===== config.mk =====
export PLATFORM = sky130hd
export DESIGN_NAME = chad_io_bridge
export DESIGN_NICKNAME = d
export VERILOG_FILES = /design/src/rtl/chad_io_bridge.sv
export SDC_FILE = /design/constraint.sdc
export NUM_CORES = 1
export LEC_CHECK = 0
export BUFFER_PORTS_ARGS = -buffer_cell sky130_fd_sc_hd__buf_2
export CAP_MARGIN = 20
export CORE_AREA = 2 2 87 81
export DETAILED_ROUTE_END_ITERATION = 8
export DIE_AREA = 0 0 89 83
export MAX_ROUTING_LAYER = met4
export PLACE_DENSITY = 0.83
export SYNTH_ARGS = -nofsm -noshare
export SYNTH_HDL_FRONTEND = slang
export SYNTH_SLANG_ARGS = --single-unit

===== constraint.sdc =====
create_clock -name clk -period 2.44 [get_ports clk]
set_input_delay 0.61 -clock clk [delete_from_list [all_inputs] [get_ports clk]]
set_output_delay 0.61 -clock clk [all_outputs]
set_load 0.02 [all_outputs]

===== src/rtl/chad_io_bridge.sv =====
// chad core I/O responder: turns io_rd/io_wr strobes into req/ack
// transactions on a slow peripheral bus, stalling the core via hold.
module chad_io_bridge #(
    parameter int WIDTH   = 18,
    parameter int AW      = 15,
    parameter int TIMEOUT = 255
) (
    input  logic             clk,
    input  logic             resetq,
    input  logic             io_rd,
    input  logic             io_wr,
    input  logic [14:0]      io_addr,
    input  logic [WIDTH-1:0] io_dout,
    output logic [WIDTH-1:0] io_din,
    output logic             hold,
    output logic             bus_req,
    output logic             bus_we,
    output logic [AW-1:0]    bus_addr,
    output logic [WIDTH-1:0] bus_wdata,
    input  logic [WIDTH-1:0] bus_rdata,
    input  logic             bus_ack,
    output logic             bus_tmo
);

    typedef enum logic [1:0] {
        IDLE,
        WR_BUSY,
        RD_BUSY,
        RD_DONE
    } state_t;

    localparam logic [15:0] TMO_LAST = 16'(TIMEOUT - 1);

    state_t      state;
    state_t      state_d;
    logic [15:0] cnt;
    logic        busy;
    logic        expire;
    logic        start_rd;
    logic        start_wr;

    assign busy   = (state == WR_BUSY) || (state == RD_BUSY);
    // Ack in the last allowed cycle counts as a normal completion.
    assign expire = busy && !bus_ack && (cnt == TMO_LAST);

    always_comb begin
        state_d  = state;
        start_rd = 1'b0;
        start_wr = 1'b0;
        hold     = 1'b0;
        unique case (state)
            IDLE: begin
                if (io_rd) begin
                    hold     = 1'b1;
                    start_rd = 1'b1;
                    state_d  = RD_BUSY;
                end else if (io_wr) begin
                    start_wr = 1'b1;
                    state_d  = WR_BUSY;
                end
            end
            WR_BUSY: begin
                hold = io_rd | io_wr;
                if (bus_ack || expire)
                    state_d = IDLE;
            end
            RD_BUSY: begin
                hold = 1'b1;
                if (bus_ack || expire)
                    state_d = RD_DONE;
            end
            RD_DONE: state_d = IDLE;
            default: state_d = IDLE;
        endcase
    end

    always_ff @(posedge clk or negedge resetq) begin
        if (!resetq)
            state <= IDLE;
        else
            state <= state_d;
    end

    always_ff @(posedge clk or negedge resetq) begin
        if (!resetq) begin
            bus_req   <= 1'b0;
            bus_we    <= 1'b0;
            bus_addr  <= '0;
            bus_wdata <= '0;
            bus_tmo   <= 1'b0;
            cnt       <= '0;
        end else begin
            bus_tmo <= expire;
            if (start_rd || start_wr) begin
                bus_req  <= 1'b1;
                bus_we   <= start_wr;
                bus_addr <= io_addr[AW-1:0];
                cnt      <= '0;
                if (start_wr)
                    bus_wdata <= io_dout;
            end else if (busy) begin
                if (bus_ack || expire)
                    bus_req <= 1'b0;
                else
                    cnt <= cnt + 16'd1;
            end
        end
    end

    always_ff @(posedge clk or negedge resetq) begin
        if (!resetq)
            io_din <= '0;
        else if (state == RD_BUSY) begin
            if (bus_ack)
                io_din <= bus_rdata;
            else if (expire)
                io_din <= '1;
        end
    end

    logic unused_addr;
    assign unused_addr = ^{io_addr, 1'b0};

endmodule

==> out/results.ini <==
[setup_path]
worst-path-buf-inv = 2
timing.rr.end = io_din[8]
start_kind = flop
worstReg2RegStart = state[1]
cp_data_arrival_time_ns = 1.57
path_class = reg2out
crit_top_cell = nor2_1
ff2ff_path_depth = 7
path_cells = inv_1 -> ha_1 -> nor2_1 -> nor2_1 -> nor2_1 -> nor2_1 -> buf_2
slowest_stage = dfrtp_1
critical-path-top-delay-family = flip-flops
endpoint_kind = primary output
regToRegSetupSlack_ns = 0.34
max_stage_delay_ns = 0.41
crit_fanout = 6
required_ns = 1.83

[placed_design]
dp_slack_ns = 0.2647
port-buffer-count = 110
dp.final_hpwl_mm = 4.364
place_area_um2 = 3711
place.gp.congestion = 0.7997

[cts]
cts_tree = built
path_clk_slew_ns = 0.07
clockRootBuffer = clkbuf_8
cts_resized = 0
htreeDepth = 3
clock-sinks = 72
cts_hold_buf = 0
numCtsBuffers = 9
cts_post_setup_buffers_inserted = 0
clockBufferDepth = 2
insertion_delay_ns = 0.34

[route]
vias = 2309
drtIter0Drc = 90
antenna_left = 0
finalWirelength_mm = 6.045
dr.pass1.iters = 4
drcViolationCount = 0
wire_per_inst_um = 12.67
via_per_inst = 4.841

[pwr]
p_clk_share_pct = 20.4
p_seq_share_pct = 38.2
peakVddDrop_uv = 679.2
p_leak_nw = 1.969
power_frac_comb_pct = 41.4
p_int_mw = 3.041
p_switching_mw = 1.952
pwr_density_cell_nw_per_um2 = 1270
swShare_pct = 39.09

[die]
die_area_um2 = 7387
ios = 111
die_w_um = 89
initial_core_util_pct = 47.71
placementRows = 28
core_um2 = 6446
die_y_um = 83

[sta]
max_freq_ghz = 0.4589
finalCritPeriodShare_pct = 89.31
hold_viol_final = 0
final-setup-viol-count = 0
fin_tns_setup_ns = 0
tightestPinTransition_ns = 0.8659
rsz0062_at_grt = false
worst_slack_ns = 0.2609
max_slew_margin_pct = 42.27
fin_crit_ns = 2.179
report.final.slew_viol_count = 0
fin_skew_ns = 0.009676

[synth]
synthAdderAreaFrac_pct = 2.441
syn_area_um2 = 3075
synthArstFlopShare_pct = 100.0
synth_warnings = 0
synth-seq-cells = 72
yosys-mux-area-fraction_pct = 6.591
avgSynthCellArea_um2 = 11.52
ys.flop_type = dfrtp_1
syn_nets = 329
yosysUniqueCellTypes = 38
synth_simple_gate_area_share_pct = 17.01
synth_cells = 267
synth_edf_count = 0
synth_compound_area_share_pct = 8.706
synth-seq-area-share_pct = 58.58
synth_top_family_by_area = simple AND/OR/NAND/NOR gates
synth_xor_xnor_area_share_pct = 4.272

[cells_and_area]
most-common-layout-cells = 109 x buf_2, 72 x dfrtp_1, 53 x nand2_1, 27 x nor2_1, 18 x mux2_2
area_growth_pct = 27.79
antenna_cells = 0
nFillCells = 567
final_layout_size_suffix_gt1_share_pct = 42.64
multi_input_area_um2 = 1202
seqCellArea_um2 = 1802
final_common_cell = buf_2
finalNetCount = 444
final_area_um2 = 3930

[grt]
grt_max_degree = 73
grt_pass1_vias = 2310
grt_util_met3_pct = 3.976
antenna_found_initial = 0
busiest_layer = met2
grt_use_met1_pct = 21.68
track_usage_pct = 18.11
gr-total-overflow = 0
grtUsageMet2_pct = 29.44
grt_pass1_wl_mm = 10.24

[run_status]
status = completed

[run]
cap_violations = 0

[min_path]
hp-class = in2async

-- final cells by class --
type	instances	share of cell area (%)
clock buffers	9	3.152
flip-flops and latches	72	45.85
well taps	90	2.865
clock inverters	7	2.420
multi-input cells	181	30.60
inverters	5	0.4776
repair buffers	113	14.65
-- per-stage QoR --
stage	total power [mW]	hold slack, ns	utilization [%]	instances
2_1_floorplan	3.317	0.3144	-	267
3_3_place_gp	3.953	0.4544	57.57	461
3_5_place_dp	4.032	0.4569	57.57	461
4_1_cts	5.065	0.4225	60.97	477
5_1_grt	5.366	0.4480	60.97	477
6_report	4.993	0.3851	60.97	477
-- worst reg2reg max path: stages (launching register included) --
cell and delay, ns:
dfrtp_1 0.39, inv_1 0.09, ha_1 0.29, nand2b_1 0.11, nand2b_1 0.21, nor2_4 0.15
o21a_1 0.52, o22a_2 0.27
-- kinds of logic after synthesis --
kind of cell | count (synthesis)
flops | 72
fa+ha+maj | 6
xor+xnor | 15
mux | 18
simple gates | 110
compound gates | 32
buf+inv | 14
-- how the worst max path moves through the flow --
stage / from / depth (start not counted) / slack (ns) / endpoint
finish: state[1] / 7 / 0.26 / hold
global route: state[1] / 7 / 0.15 / hold
CTS: state[1] / 7 / 0.23 / hold
detailed placement: bus_ack / 6 / 0.26 / io_din[8]
global placement: bus_ack / 6 / 0.33 / io_din[14]
floorplan: state[0] / 9 / 0.65 / io_din[10]
-- power by group through the flow --
stage               logic (mW)  registers, mW  clock network, mW
floorplan                0.851           2.47                  0
global placement          2.04           1.91                  0
detailed placement        2.11           1.92                  0
CTS                       2.10           1.91               1.05
global route              2.29           1.97               1.10
finish                    2.07           1.91               1.02
-- cells in the mapped netlist (2+ instances only) --
cell | instances | share of area, %
dfrtp_1 | 72 | 59
nand2_1 | 53 | 6.5
nor2_1 | 28 | 3.4
mux2_2 | 18 | 6.6
xor2_1 | 14 | 4.0
o22a_2 | 10 | 3.3
o22a_1 | 8 | 2.3
nand3_1 | 7 | 1.1
ha_1 | 6 | 2.4
nand4_1 | 6 | 1.2
clkbuf_1 | 5 | 0.61
inv_1 | 5 | 0.61
nand2b_1 | 4 | 0.81
o21ai_0 | 4 | 0.65
a31oi_1 | 2 | 0.41
and3_1 | 2 | 0.41
buf_2 | 2 | 0.33
-- state kept, by name (all words and copies together) (netlist names) --
signal     cells
state          2
bus_tmo        1
cnt           16
bus_addr      15
bus_req        1
bus_we         1
bus_wdata     18
io_din        18
-- per-layer routing --
layer	share of wire, %	vias up
li1	-	1142
met1	43	1076
met2	48	82
met3	7.3	9
met4	1.7	0
met5	0	-
(Power assumes the default switching activity.)
